==> src/rtl/matmul_sequencer.sv <==
// -----------------------------------------------------------------------------
// matmul_sequencer
//
// Control FSM for the matrix multiplier.  Once both operand memories report
// loaded, computes C = A x B one element at a time.  It reads A[i][k] and
// B[k][j] through the synchronous read ports and sums the products in a single
// unsigned accumulator.  Each finished element is written to result memory C,
// and done is raised for the UART TX stage once the last element is written.
//
// Build option:
//   MATMUL_SATURATE_EN  defined   -> C elements saturate at 2^DW-1
//                       undefined -> C elements are acc[DW-1:0] (wrap)
//
// Ports:
//   clk, rst                 clock (rising edge), async active-high reset
//   start                    request one multiply (seen in IDLE only)
//   clear                    leave DONE, return to IDLE
//   a_ready, b_ready         operand memories fully loaded (levels)
//   a_rd_en/addr/data        memory A read port, data valid 1 cycle after en
//   b_rd_en/addr/data        memory B read port, data valid 1 cycle after en
//   c_wr_en/addr/data        memory C write port, one strobe per element
//   busy                     high in WAIT_LOAD, READ, MAC, WRITE
//   done                     high in DONE only
//
// All outputs are registered: each output register is loaded from the value
// the output must have in the *next* state, so outputs line up with state_q.
//
// state     | meaning
// ----------+---------------------------------------------------------------
// IDLE      | waiting for start
// WAIT_LOAD | waiting for a_ready && b_ready
// READ      | read strobes out for A[i][k], B[k][j]
// MAC       | read data valid; acc += a*b
// WRITE     | C[i][j] written; advance j/i
// DONE      | result complete; waiting for clear
// -----------------------------------------------------------------------------
module matmul_sequencer #(
    parameter int M    = 2,
    parameter int K    = 2,
    parameter int N    = 2,
    parameter int DW   = 8,
    parameter int AW   = 8,
    parameter int ACCW = 20
) (
    input  logic          clk,
    input  logic          rst,
    input  logic          start,
    input  logic          clear,
    input  logic          a_ready,
    input  logic          b_ready,
    output logic          a_rd_en,
    output logic [AW-1:0] a_rd_addr,
    input  logic [DW-1:0] a_rd_data,
    output logic          b_rd_en,
    output logic [AW-1:0] b_rd_addr,
    input  logic [DW-1:0] b_rd_data,
    output logic          c_wr_en,
    output logic [AW-1:0] c_wr_addr,
    output logic [DW-1:0] c_wr_data,
    output logic          busy,
    output logic          done
);

    localparam int IW = (M > 1) ? $clog2(M) : 1;
    localparam int JW = (N > 1) ? $clog2(N) : 1;
    localparam int KW = (K > 1) ? $clog2(K) : 1;

    localparam logic [IW-1:0] I_LAST = IW'(M - 1);
    localparam logic [JW-1:0] J_LAST = JW'(N - 1);
    localparam logic [KW-1:0] K_LAST = KW'(K - 1);
    localparam logic [AW-1:0] K_AW   = AW'(K);
    localparam logic [AW-1:0] N_AW   = AW'(N);
    localparam logic [ACCW-1:0] ELEM_MAX = ACCW'((2 ** DW) - 1);

    localparam logic [2:0] S_IDLE      = 3'd0;
    localparam logic [2:0] S_WAIT_LOAD = 3'd1;
    localparam logic [2:0] S_READ      = 3'd2;
    localparam logic [2:0] S_MAC       = 3'd3;
    localparam logic [2:0] S_WRITE     = 3'd4;
    localparam logic [2:0] S_DONE      = 3'd5;

    logic [2:0]      state_q, state_d;
    logic [IW-1:0]   i_q, i_d;
    logic [JW-1:0]   j_q, j_d;
    logic [KW-1:0]   k_q, k_d;
    logic [ACCW-1:0] acc_q, acc_d;

    logic            rd_en_q, rd_en_d;
    logic [AW-1:0]   a_addr_q, a_addr_d;
    logic [AW-1:0]   b_addr_q, b_addr_d;
    logic            wr_en_q, wr_en_d;
    logic [AW-1:0]   wr_addr_q, wr_addr_d;
    logic [DW-1:0]   wr_data_q, wr_data_d;
    logic            busy_q, busy_d;
    logic            done_q, done_d;

    logic [ACCW-1:0] prod;

    function automatic logic [DW-1:0] fmt_elem(input logic [ACCW-1:0] acc);
`ifdef MATMUL_SATURATE_EN
        fmt_elem = (acc > ELEM_MAX) ? {DW{1'b1}} : acc[DW-1:0];
`else
        fmt_elem = acc[DW-1:0];
`endif
    endfunction

    // Full 2*DW product, zero-extended; ACCW is sized so K of these cannot overflow.
    assign prod = ACCW'(a_rd_data) * ACCW'(b_rd_data);

    always_comb begin
        state_d   = state_q;
        i_d       = i_q;
        j_d       = j_q;
        k_d       = k_q;
        acc_d     = acc_q;
        wr_en_d   = 1'b0;
        wr_addr_d = wr_addr_q;
        wr_data_d = wr_data_q;

        case (state_q)
            S_IDLE: begin
                if (start) begin
                    state_d = S_WAIT_LOAD;
                    i_d     = '0;
                    j_d     = '0;
                    k_d     = '0;
                    acc_d   = '0;
                end
            end
            S_WAIT_LOAD: begin
                if (a_ready && b_ready) begin
                    state_d = S_READ;
                end
            end
            S_READ: begin
                state_d = S_MAC;
            end
            S_MAC: begin
                acc_d = acc_q + prod;
                if (k_q == K_LAST) begin
                    // Element finished: stage the write so it appears in WRITE.
                    state_d   = S_WRITE;
                    wr_en_d   = 1'b1;
                    wr_addr_d = AW'(i_q) * N_AW + AW'(j_q);
                    wr_data_d = fmt_elem(acc_d);
                end else begin
                    k_d     = k_q + 1'b1;
                    state_d = S_READ;
                end
            end
            S_WRITE: begin
                acc_d = '0;
                k_d   = '0;
                if ((i_q == I_LAST) && (j_q == J_LAST)) begin
                    i_d     = '0;
                    j_d     = '0;
                    state_d = S_DONE;
                end else begin
                    if (j_q == J_LAST) begin
                        j_d = '0;
                        i_d = i_q + 1'b1;
                    end else begin
                        j_d = j_q + 1'b1;
                    end
                    state_d = S_READ;
                end
            end
            S_DONE: begin
                if (clear) begin
                    state_d = S_IDLE;
                end
            end
            default: begin
                state_d = S_IDLE;
            end
        endcase

        // Read strobe/addresses are driven from the counters that READ will see.
        rd_en_d  = (state_d == S_READ);
        a_addr_d = rd_en_d ? (AW'(i_d) * K_AW + AW'(k_d)) : a_addr_q;
        b_addr_d = rd_en_d ? (AW'(k_d) * N_AW + AW'(j_d)) : b_addr_q;
        busy_d   = (state_d == S_WAIT_LOAD) || (state_d == S_READ) ||
                   (state_d == S_MAC) || (state_d == S_WRITE);
        done_d   = (state_d == S_DONE);
    end

    always_ff @(posedge clk or posedge rst) begin
        if (rst) begin
            state_q   <= S_IDLE;
            i_q       <= '0;
            j_q       <= '0;
            k_q       <= '0;
            acc_q     <= '0;
            rd_en_q   <= 1'b0;
            a_addr_q  <= '0;
            b_addr_q  <= '0;
            wr_en_q   <= 1'b0;
            wr_addr_q <= '0;
            wr_data_q <= '0;
            busy_q    <= 1'b0;
            done_q    <= 1'b0;
        end else begin
            state_q   <= state_d;
            i_q       <= i_d;
            j_q       <= j_d;
            k_q       <= k_d;
            acc_q     <= acc_d;
            rd_en_q   <= rd_en_d;
            a_addr_q  <= a_addr_d;
            b_addr_q  <= b_addr_d;
            wr_en_q   <= wr_en_d;
            wr_addr_q <= wr_addr_d;
            wr_data_q <= wr_data_d;
            busy_q    <= busy_d;
            done_q    <= done_d;
        end
    end

    assign a_rd_en   = rd_en_q;
    assign b_rd_en   = rd_en_q;
    assign a_rd_addr = a_addr_q;
    assign b_rd_addr = b_addr_q;
    assign c_wr_en   = wr_en_q;
    assign c_wr_addr = wr_addr_q;
    assign c_wr_data = wr_data_q;
    assign busy      = busy_q;
    assign done      = done_q;

endmodule
==> config.mk <==
export PLATFORM = sky130hd
export DESIGN_NAME = matmul_sequencer
export DESIGN_NICKNAME = d
export VERILOG_FILES = /design/src/rtl/matmul_sequencer.sv
export SDC_FILE = /design/constraint.sdc
export NUM_CORES = 1
export LEC_CHECK = 0
export ABC_AREA = 1
export ABC_CLOCK_PERIOD_IN_PS = 4000
export BUFFER_PORTS_ARGS = -buffer_cell sky130_fd_sc_hd__buf_2
export CAP_MARGIN = 20
export CORE_UTILIZATION = 40
export DETAILED_ROUTE_END_ITERATION = 16
export GPL_ROUTABILITY_DRIVEN = 0
export GPL_TIMING_DRIVEN = 1
export HOLD_SLACK_MARGIN = 0.1
export REMOVE_ABC_BUFFERS = 1
export SLEW_MARGIN = 20
export SYNTH_ARGS = -nofsm -noshare
export SYNTH_HDL_FRONTEND = slang
export SYNTH_SLANG_ARGS = --single-unit
==> constraint.sdc <==
create_clock -name clk -period 4 [get_ports clk]
set_input_delay 0.6 -clock clk [delete_from_list [all_inputs] [get_ports clk]]
set_output_delay 0.6 -clock clk [all_outputs]
set_load 0.005 [all_outputs]
* Word-level counts from Yosys, hierarchy flattened
Index checks and enable logic that the tools add are counted.
** Word-level totals
- Register bits :: 62
- Latch bits :: 0
- Memory bits (writable) :: 0
- Memory bits (read-only) :: 0
- Input bits :: 22
- Output and inout port bits :: 37
- Logic and storage cells :: 62
- Memories kept :: 0
** Cells by class
- Add/subtract/negate cells :: 7
- Multipliers :: 1
- Div/mod/pow operators :: 0
- $lt $le $gt $ge :: 0
- Equality and inequality tests :: 11
- Shift operators :: 0
- Multiplexer cells :: 21
- Bitwise logic cells :: 0
- Reductions and logical operators :: 9
** Operators with widths (number)
- $pmux 20 s3 :: 1
- $add 20x16->20 :: 1
- $mux 20 :: 1
- $pmux 3 s6 :: 1
- $mul 8x8->16 :: 1
- $mux 3 :: 5
- $eq 3x2->1 const B :: 4
- $eq 3x3->1 const B :: 4
- $mux 1 :: 10
- $add 2x1->3 :: 3
- $eq 3x1->1 const B :: 2
- $pmux 1 s2 :: 2
- $reduce_and 2->1 :: 2
- $add 1x1->1 const B :: 3
- $logic_not 3->1 :: 1
- $logic_or 1x1->1 :: 3
- $pmux 1 s3 :: 1
- $reduce_bool 3->1 :: 1
- $logic_and 1x1->1 :: 2
- $ne 2x2->1 const B :: 1

* Longest topological paths before layout
- Word-level depth :: 7
- Gate-level depth with buffers :: 22
- Depth with buffers taken out :: 21

* Least setup slack after synthesis
Ideal clock, no wire load.
- Path type :: input to register
- Start point :: input port b_rd_data[1]
- End point :: register acc_q[7]
- Library setup time :: 0.117 ns
- Arrival time :: 3.896 ns
- Data required time :: 3.883 ns
- Setup slack :: -0.013 ns
- Stages :: 20
- Buffers on the path :: 1
- Cells stage by stage :: buf_2 -> nand2_1 -> fa_1 -> fa_1 -> inv_1 -> fa_1 -> inv_1 -> fa_1 -> inv_1 -> ha_1 -> nand2_1 -> nand2_1 -> nor2_1 -> nand2_1 -> nand2_1 -> inv_1 -> nand3_1 -> nand3_1 -> nand3_1 -> nand2_1
** On the way
- Longest elaborated chain between the ends :: 3
** Ends and longest elaborated chain
- start, declared :: line 56 : input logic [DW-1:0] b_rd_data,
- $mul 8x8->16 :: line 108 : assign prod = ACCW'(a_rd_data) * ACCW'(b_rd_data);
- $add 20x16->20 :: line 139 : acc_d = acc_q + prod;
- $pmux 20 s3 :: line 120 : case (state_q)
- end signal, assigned :: line 193 : acc_q <= '0;
- end signal, assigned :: line 207 : acc_q <= acc_d;
- end, declared :: line 86 : logic [ACCW-1:0] acc_q, acc_d;
No other way between the ends.
A chain may end at the register's enable or synchronous reset.

* Worst setup path after layout
- Start point :: input port b_rd_data[1]
- End point :: register wr_data_q[7], in the netlist c_wr_data[7]
** On the way
- Longest elaborated chain between the ends :: 2
** Ends and longest elaborated chain
- $mul 8x8->16 :: line 108
- $add 20x16->20 :: line 139
- end signal, assigned :: line 213 : wr_data_q <= wr_data_d;
- end, declared :: line 93 : logic [DW-1:0] wr_data_q, wr_data_d;
No other way between the ends.

==> impl_metrics.py <==
metrics = {
    "run_status": {
        "status": "finished, final reports clean",
    },
    "global_routing": {
        "gr-total-overflow": 0,
        "grt_usage_pct": 16.0,
        "grt_max_degree": 27,
        "grt_antenna_before_repair": 0,
        "grt_first_pass_wirelength_mm": 9.08,
        "first_global_vias": 2066,
    },
    "placement": {
        "post-place-ws_ps": -175,
        "place_area_mm2": 0.00293,
        "dp_hpwl_mm": 4.32,
        "io_buffers": 40,
    },
    "yosys": {
        "syn_avg_cell_area_um2": 7.66,
        "yosysTopAreaCellShare_pct": 29.2,
        "syn_inst": 347,
        "synth_area_mm2": 0.00266,
        "yosysWarnings": 0,
        "yosysTopAreaCell": "dfrtp_1",
        "ys_types": 24,
        "ys_ff_latch": 31,
        "synth_area_leaders": "dfrtp_1 (29%), nand2_1 (16%), fa_1 (14%)",
        "ys_seq_area_share_pct": 29.2,
    },
    "clock_tree": {
        "worstSkewPairLatency_ps": 280,
        "htreeDepth": 2,
        "hold_buffers": 0,
        "path_clk_slew_ps": 70,
        "clockRootBuffer": "clkbuf_8",
        "cts_tree": "built",
        "cts_resized": 0,
        "postCtsSetupRepairBufs": 0,
        "clkSinkCount": 31,
        "cts_inserted_buffers": 5,
        "cts_buffer_depth": 2,
    },
    "timing": {
        "finalWorstSetupSlack_ps": 226,
        "setup_tns_ps": 0,
        "rsz0062_at_grt": "no",
        "setup_viol": 0,
        "finalCritPeriodShare_pct": 94.4,
        "hold_ws_ps": 217,
        "finClkSkew_ps": 8.91,
        "drv_slew": 0,
        "fmax_mhz": 265,
        "period_minus_slack_ps": 3770,
        "report.final.hold_viol_count": 0,
    },
    "finish": {
        "fillers": 649,
        "seq_area_um2": 776,
        "syn_to_final_growth_pct": 15.7,
        "insertedDiodeCount": 0,
        "final_cell_mix": "nand2_1 (111), inv_1 (82), buf_2 (39), dfrtp_1 (31)",
        "drive_gt1_share_pct": 20.2,
        "final_area_mm2": 0.00308,
        "final_nets": 458,
        "multi_input_area_mm2": 0.00146,
        "final_common_cell": "nand2_1",
    },
    "run": {
        "maxCapViolCount": 0,
    },
    "pwr": {
        "swShare_pct": 43.2,
        "comb_power_share_pct": 55.9,
        "seqPwrFrac_pct": 27.0,
        "power.share.clock_pct": 17.1,
        "power_uw": 1870,
        "p_int_uw": 1060,
        "power_density_mw_per_mm2": 607,
        "p_sw_uw": 807,
        "vdd_drop_max_mv": 0.321,
        "power.leakage_uw": 0.00187,
    },
    "routing": {
        "via_per_inst": 4.45,
        "ant_nets": 0,
        "route.detailed.wl_per_inst_um": 10.7,
        "drt_iter0_drc": 68,
        "finalWirelength_mm": 5.13,
        "drc": 0,
        "drt_first_pass_iters": 4,
        "via_count": 2126,
    },
    "floorplanning": {
        "fp.dieW_um": 83.5,
        "fp.coreArea_mm2": 0.00639,
        "dieArea_mm2": 0.00697,
        "core.rowCount": 29,
        "die_h_um": 83.5,
        "ios": 59,
        "start_util_pct": 41.6,
    },
    "critical_path": {
        "critPathLaunchType": "input port",
        "worstSetupEndpointType": "flop",
        "crit_path_max_fanout": 6,
        "path_class": "in -> reg",
        "worstPathRequired_ps": 4170,
        "cp.arrival_ps": 3950,
    },
    "hold_path": {
        "hold_path.class": "in -> async",
    },
}
-- logic make-up (layout without fill, tap and decap cells) --
logic type | Yosys count | count (layout) | share of synthesized area [%]
other | 1 | 18 | 0.141
and+or+nand+nor | 142 | 142 | 22.1
DFF | 31 | 31 | 29.2
buffers and inverters | 110 | 147 | 19.2
adders and majority gates | 36 | 36 | 22.0
AOI/OAI and AO/OA | 22 | 22 | 5.70
xor gates and xnor gates | 5 | 5 | 1.65
-- layout make-up --
type | instances | area share, %
multi-input combinational | 223 | 47.4
sequential | 31 | 25.2
inverter | 85 | 10.4
timing repair buffer | 54 | 10.0
tap | 77 | 3.13
clock buffer | 6 | 2.69
clock inverter | 2 | 1.14
-- cell usage after synthesis --
master,count
a32o_1,1
nor2_1,5
o21ai_2,8
nand3_1,18
buf_6,2
nor3_1,1
nor3_4,1
inv_1,82
buf_4,21
nand2_1,113
buf_2,2
inv_2,3
nor2_4,1
o21ai_0,6
conb_1,1
a21oi_1,2
o22ai_1,5
xnor2_1,3
nand3_2,1
xor2_1,2
fa_1,18
ha_1,18
dfrtp_1,31
nand4_1,2
-- sequential cells by signal, indices dropped and copies added (netlist names), 2 cells and up --
name and count:
a_rd_addr 2, c_wr_data 8, c_wr_addr 2, acc_q 8, state_q 3
-- path summary, 6_finish.rpt --
check	start	end	slack [ps]	cells after the start
min in group clk	b_rd_addr[0]$_DFFE_PP0P_	b_rd_addr[0]$_DFFE_PP0P_	470	2
max in group asynchronous	rst	acc_q[0]$_DFFE_PP0P_	3200	3
hold / removal	rst	c_wr_data[6]$_DFFE_PP0P_	220	2
setup / recovery	b_rd_data[1]	c_wr_data[7]$_DFFE_PP0P_	230	20
hold reg to reg	b_rd_addr[0]$_DFFE_PP0P_	b_rd_addr[0]$_DFFE_PP0P_	470	2
setup reg to reg	acc_q[6]$_DFFE_PP0P_	c_wr_data[7]$_DFFE_PP0P_	320	19
-- power groups by stage --
stage               Sequential, µW  Combinational (µW)  Clock, µW
CTS                            506                1040        325
floorplan                      511                 713          0
global route                   519                1220        339
global placement               507                1010          0
detailed placement             509                1030          0
finish                         505                1040        319
-- worst max-delay path, stage by stage --
cell	delay, ps
buf_2	140
nand2_1	80
fa_1	460
fa_1	520
inv_1	50
fa_1	470
inv_1	50
fa_1	530
inv_1	60
ha_4	240
nand3_1	100
inv_1	40
nor2_1	90
nand2_1	60
nand2_2	70
inv_1	40
nand3_1	90
nand3_1	100
nand3_1	100
nand2_1	60
-- routing by layer --
metal	global-route usage, %	share of wire, %
met1	21.9	47
met3	3.17	3.2
met2	26.9	49
met4	2.77	0.37
met5	0	0
-- stage by stage --
stage          std cells  utilization, %
2_1_floorplan        339               -
3_3_place_gp         470            45.9
3_5_place_dp         470            45.9
4_1_cts              478            47.8
5_1_grt              478            48.2
6_report             478            48.2
Power figures use the tool's default switching activity.
